--- config.mk ---
export PLATFORM = sky130hd
export DESIGN_NAME = act_pingpong_buffer
export DESIGN_NICKNAME = d
export VERILOG_FILES = /design/src/rtl/act_buf_pkg.sv /design/src/rtl/act_buf_bank.sv /design/src/rtl/act_pingpong_buffer.sv
export SDC_FILE = /design/constraint.sdc
export NUM_CORES = 2
export LEC_CHECK = 0
export BUFFER_PORTS_ARGS = -buffer_cell sky130_fd_sc_hd__buf_2
export CAP_MARGIN = 40
export CORE_MARGIN = 1
export CORE_UTILIZATION = 60
export CTS_CLUSTER_DIAMETER = 120
export CTS_CLUSTER_SIZE = 16
export DETAILED_ROUTE_END_ITERATION = 10
export HOLD_SLACK_MARGIN = 0.03
export PLACE_DENSITY = 0.82
export REMOVE_ABC_BUFFERS = 1
export SETUP_SLACK_MARGIN = 0.1
export SLEW_MARGIN = 40
export SYNTH_ARGS = -nofsm -noshare
export SYNTH_HDL_FRONTEND = slang
export SYNTH_SLANG_ARGS = --single-unit
--- constraint.sdc ---
create_clock -name clk -period 7.82 [get_ports clk]
set_clock_uncertainty 0.15 [all_clocks]
set_input_delay 1.564 -clock clk [delete_from_list [all_inputs] [get_ports clk]]
set_output_delay 1.564 -clock clk [all_outputs]
set_load 0.005 [all_outputs]
--- src/rtl/act_buf_pkg.sv ---
// act_buf_pkg: shared bank-state type, default sizes and the write-path ReLU clamp used by act_pingpong_buffer.
package act_buf_pkg;

    typedef enum logic {BANK_EMPTY = 1'b0, BANK_FULL = 1'b1} bank_state_e;

    localparam int DEF_DATA_W = 32;
    localparam int DEF_DEPTH  = 64;
    localparam int DEF_ADDR_W = 16;
    localparam int MAX_W      = 64;

    // Callers widen the word to MAX_W and pass its own sign bit, so any DATA_W <= MAX_W works.
    function automatic logic [MAX_W-1:0] relu_clamp(input logic [MAX_W-1:0] w, input logic neg);
        return neg ? '0 : w;
    endfunction

endpackage

--- src/rtl/act_buf_bank.sv ---
// act_buf_bank: one activation bank with synchronous write and registered read; contents are never reset.
module act_buf_bank #(
    parameter  int DATA_W = 32,
    parameter  int DEPTH  = 64,
    localparam int AW     = $clog2(DEPTH)
) (
    input  logic              clk,
    input  logic              we,
    input  logic [AW-1:0]     waddr,
    input  logic [DATA_W-1:0] wdata,
    input  logic              re,
    input  logic [AW-1:0]     raddr,
    output logic [DATA_W-1:0] rdata
);

    logic [DATA_W-1:0] mem [DEPTH];
    logic [DATA_W-1:0] rdata_q;

    always_ff @(posedge clk) begin
        if (we) mem[waddr] <= wdata;
        if (re) rdata_q <= mem[raddr];
    end

    assign rdata = rdata_q;

endmodule

--- src/rtl/act_pingpong_buffer.sv ---
// act_pingpong_buffer: double-buffered activation memory with commit/release bank swapping.
// Define ACT_BUF_RELU_EN to clamp negative words to zero on the write path.
module act_pingpong_buffer
    import act_buf_pkg::*;
#(
    parameter  int DATA_W = DEF_DATA_W,
    parameter  int DEPTH  = DEF_DEPTH,
    parameter  int ADDR_W = DEF_ADDR_W,
    localparam int AW     = $clog2(DEPTH)
) (
    input  logic              clk,
    input  logic              rst_n,
    input  logic              wr_en,
    input  logic [ADDR_W-1:0] wr_addr,
    input  logic [DATA_W-1:0] wr_data,
    input  logic              wr_last,
    output logic              wr_ready,
    input  logic              rd_en,
    input  logic [ADDR_W-1:0] rd_addr,
    output logic [DATA_W-1:0] rd_data,
    output logic              rd_valid,
    input  logic              rd_done,
    output logic              rd_avail,
    output logic              err_oob
);

    bank_state_e       st_q [2];
    bank_state_e       st_d [2];
    logic              wb_q, wb_d, rb_q, rb_d;
    logic              rd_valid_q, rd_valid_d;
    logic              rd_zero_q, rd_zero_d;
    logic              rd_sel_q, rd_sel_d;
    logic              err_q, err_d;
    logic              wr_acc, rd_acc, wr_in, rd_in, commit, release_b;
    logic [1:0]        bank_we, bank_re;
    logic [DATA_W-1:0] wdata;
    logic [DATA_W-1:0] bank_rdata [2];

    always_comb begin
        wr_ready  = st_q[wb_q] == BANK_EMPTY;
        rd_avail  = st_q[rb_q] == BANK_FULL;
        wr_acc    = wr_en && wr_ready;
        rd_acc    = rd_en && rd_avail;
        wr_in     = 32'(wr_addr) < DEPTH;
        rd_in     = 32'(rd_addr) < DEPTH;
        commit    = wr_acc && wr_last;
        release_b = rd_done && rd_avail;
        bank_we   = {wr_acc && wr_in && wb_q, wr_acc && wr_in && !wb_q};
        bank_re   = {rd_acc && rd_in && rb_q, rd_acc && rd_in && !rb_q};
`ifdef ACT_BUF_RELU_EN
        wdata     = DATA_W'(relu_clamp(MAX_W'(wr_data), wr_data[DATA_W-1]));
`else
        wdata     = wr_data;
`endif
        st_d      = st_q;
        // Commit and release never hit the same bank, so both updates can land together.
        if (commit) st_d[wb_q] = BANK_FULL;
        if (release_b) st_d[rb_q] = BANK_EMPTY;
        wb_d       = wb_q ^ commit;
        rb_d       = rb_q ^ release_b;
        rd_valid_d = rd_acc;
        rd_zero_d  = rd_acc ? !rd_in : rd_zero_q;
        rd_sel_d   = rd_acc ? rb_q : rd_sel_q;
        err_d      = (wr_acc && !wr_in) || (rd_acc && !rd_in);
    end

    always_ff @(posedge clk or negedge rst_n) begin
        if (!rst_n) begin
            st_q[0]    <= BANK_EMPTY;
            st_q[1]    <= BANK_EMPTY;
            wb_q       <= 1'b0;
            rb_q       <= 1'b0;
            rd_valid_q <= 1'b0;
            rd_zero_q  <= 1'b1;
            rd_sel_q   <= 1'b0;
            err_q      <= 1'b0;
        end else begin
            st_q       <= st_d;
            wb_q       <= wb_d;
            rb_q       <= rb_d;
            rd_valid_q <= rd_valid_d;
            rd_zero_q  <= rd_zero_d;
            rd_sel_q   <= rd_sel_d;
            err_q      <= err_d;
        end
    end

    for (genvar b = 0; b < 2; b++) begin : g_bank
        act_buf_bank #(.DATA_W(DATA_W), .DEPTH(DEPTH)) u_bank (
            .clk   (clk),
            .we    (bank_we[b]),
            .waddr (wr_addr[AW-1:0]),
            .wdata (wdata),
            .re    (bank_re[b]),
            .raddr (rd_addr[AW-1:0]),
            .rdata (bank_rdata[b])
        );
    end

    // Bank read registers only move on accepted reads, so the selected one holds while idle.
    assign rd_data  = rd_zero_q ? '0 : bank_rdata[rd_sel_q];
    assign rd_valid = rd_valid_q;
    assign err_oob  = err_q;

endmodule

==> results.yml <==
status:
  status: "finished, final reports clean"
setup_path:
  ff2ff_path_depth: 7
  r2r-end: "g_bank[1].u_bank.mem[54][15]$_DFFE_PP_"
  end_kind: "flip-flop"
  start_kind: "primary input"
  reg2reg_slack_ns: 4.50
  r2r-start: "st_q[0]$_DFF_PN0_"
  arrival_ns: 5.65
  crit_fanout: 34
  worstPathRequired_ns: 8.50
  path_class: "primary input to flip-flop"
detailed_routing:
  drtAntennaViolNets: 0
  first_pass_iters: 10
  met1_length_um: 141200
  wire_per_inst_um: 45.94
  num_vias: 84300
  wl_met3_um: 82410
  drt-total-wl_um: 496500
  drtIter0Drc: 17640
  viasPerCell: 7.801
  routed.top_layer: "met5"
  met2_length_um: 224100
  drc: 0
finish:
  drive_gt1_share_pct: 27.63
  post-route-util_pct: 67.66
  fill_cells: 14230
  nNetsFinal: 7316
  syn_to_final_growth_pct: 11.71
  stdcell_area_um2: 176200
global_route:
  globalRouteOverflowTotal: 0
  grt_pass1_wl_um: 671900
  antenna_found_initial: 38
  grt_pass1_vias: 81850
  grt_use_total_pct: 37.56
  grt_max_degree: 130
floorplanning:
  initial_core_util_pct: 60.56
  coreArea_um2: 260400
  rows: 187
  die_w_um: 514.7
  fp.dieH_um: 514.7
  dieArea_um2: 264900
  io_pins: 106
place:
  pre_cts_ws_ns: 2.163
  io_buffer_count: 105
  dp_hpwl_um: 287700
  dpl_cell_area_um2: 167600
  gp_congestion: 0.9718
clocking:
  cts_buffers: 310
  htreeDepth: 5
  holdBufCountCts: 0
  post_cts_buffers: 0
  clock-root-buffer: "clkbuf_16"
  clk_pin_slew_ns: 0.08
  cts.sinks: 4168
  clk_path_buf_depth: 4
  tritoncts: "done"
  worstSkewPairLatency_ns: 0.97
  cts_resized: 0
pwr:
  switching_share_pct: 22.55
  p_total_w: 0.04220
  combinationalPowerShare_pct: 6.8
  power.share.clock_pct: 34.8
  peakVddDrop_mv: 0.2824
  p_leak_nw: 53.94
  p_sw_w: 0.009517
  p_per_area_nw_per_um2: 239.5
  pwr-share-seq_pct: 58.4
  p_int_w: 0.03269
yosys:
  synth_top_area_share_pct: 79.20
  async_reset_ff_share_pct: 0.1919
  synth-edff-count: 4160
  yosysWarnings: 0
  yosysTopAreaCell: "edfxtp_1"
  ys.flop_type: "edfxtp_1"
  mappedNetlistArea_um2: 157700
  synth-seq-area-share_pct: 79.33
  synth_seq_cells: 4168
  ys_types: 48
  syn_inst: 6841
  postSynthAreaPerCell_um2: 23.05
  synthTopCellsByArea: "edfxtp_1 (79%), mux4_2 (14%), o22ai_1 (1.1%)"
timing:
  slew_headroom_pct: 16.15
  fin_crit_sh_pct: 63.49
  slew_viol_final: 0
  setup_viol: 0
  fmax_ghz: 0.2014
  period_minus_slack_ns: 4.965
  fin_setup_tns_ns: 0
  rsz0062_at_grt: "false"
  hold_violations: 0
  setup_slack_ns: 2.855
  worstMarginPinSlew_ns: 1.223
run:
  drv_cap: 0
min_path:
  hold_class: "primary input to async pin"
-- state kept, by name (all words and copies together), names as in the netlist --
name                 count
st_q                     2
rd_zero_q                1
rd_valid                 1
rd_sel_q                 1
rb_q                     1
err_oob                  1
g_bank.u_bank.mem     4096
wb_q                     1
g_bank.u_bank.rdata     64
-- worst max-delay path by stage --
stage | start | to | slack [ns]
final | rd_addr[3] | g_bank[0].u_bank.rdata[23]$_DFFE_PP_ | 2.85
after global routing | rd_sel_q$_DFFE_PN0P_ | rd_data[9] | 2.94
after CTS | rd_sel_q$_DFFE_PN0P_ | rd_data[18] | 2.95
after detailed placement | rd_addr[3] | g_bank[0].u_bank.rdata[28]$_DFFE_PP_ | 2.16
after global placement | wr_addr[9] | g_bank[1].u_bank.mem[58][29]$_DFFE_PP_ | 2.14
after floorplan | rd_addr[10] | g_bank[0].u_bank.rdata[0]$_DFFE_PP_ | 3.04
-- through the flow --
| stage | hold WS [ns] | std cells |
|---|---|---|
| 6_report | 0.4526 | 10810 |
| 5_1_grt | 0.4331 | 10790 |
| 4_1_cts | 0.3696 | 10770 |
| 3_5_place_dp | 0.5299 | 10420 |
| 3_3_place_gp | 0.5143 | 10220 |
| 2_1_floorplan | 0.4025 | 6451 |
-- layer usage --
metal	vias up	global-route usage, %
li1	29940	-
met1	42180	45.74
met2	9971	56.93
met3	2190	12.53
met4	26	26.70
met5	-	0
-- cells in the final DEF, fill, tap and decap left out, types with 56 or more instances in the layout --
cell type and instances:
o22ai_1 276, mux2i_1 144, mux4_2 998, nor2_1 105, a21oi_1 88, clkbuf_16 319, buf_2 67, buf_4 148
buf_8 107, nor2_4 128, edfxtp_1 4160, o21ai_0 56, o221ai_1 63, buf_16 96
-- worst max-delay path, cell delays in order --
cell	delay, ns
buf_4	0.51
buf_4	0.60
nor2_1	0.35
buf_4	0.30
nand2_2	0.51
buf_4	0.48
o22ai_1	0.19
nor4_4	0.75
o22a_1	0.26
-- kinds of logic after synthesis --
| group | Yosys count | synth area share (%) |
|---|---|---|
| mux | 1160 | 15.28 |
| simple gates | 488 | 1.445 |
| compound gates | 624 | 2.620 |
| flops | 4168 | 79.33 |
| buf+inv | 401 | 1.322 |
-- synthesized netlist by cell type, types with 2 or more instances --
cell,instances
a211oi_1,27
a21oi_1,90
a22o_1,5
a22oi_1,13
a2bb2oi_1,8
a311oi_1,5
a31oi_1,16
and2_1,3
and3_1,5
buf_1,26
buf_2,136
buf_4,87
buf_6,11
clkbuf_1,129
dfrtp_1,7
edfxtp_1,4160
inv_1,11
mux2_2,2
mux2i_1,160
mux4_2,998
nand2_1,55
nand2b_1,18
nand3_1,19
nand3b_1,8
nand4_1,3
nor2_1,235
nor2b_1,26
nor3_1,44
nor4_1,55
o211ai_1,5
o21ai_0,56
o221a_2,3
o221ai_1,63
o22a_1,48
o22ai_1,277
o31ai_1,2
o32a_1,3
or2_2,4
or3_1,6
or3b_2,3
or4_1,2
-- power groups by stage --
stage | Sequential, W | Clock, W | Combinational (W)
2_1_floorplan | 0.0251 | 0 | 0.000899
6_report | 0.0246 | 0.0147 | 0.00286
3_3_place_gp | 0.0251 | 0 | 0.00249
3_5_place_dp | 0.0251 | 0 | 0.00259
4_1_cts | 0.0246 | 0.0146 | 0.00265
5_1_grt | 0.0246 | 0.0153 | 0.00280
-- cell type report --
cell class / count / area (um2) / area share [%]
tap: 3496 / 4374 / 2.483
sequential: 4168 / 125100 / 71.02
inverter: 11 / 41.29 / 0.02344
timing repair buffer: 483 / 6678 / 3.790
clock inverter: 5 / 38.79 / 0.02202
antenna: 30 / 75.07 / 0.04261
multi-input combinational: 2272 / 31780 / 18.04
clock buffer: 342 / 8069 / 4.580
No activity file was read; power rests on OpenSTA's default activity.
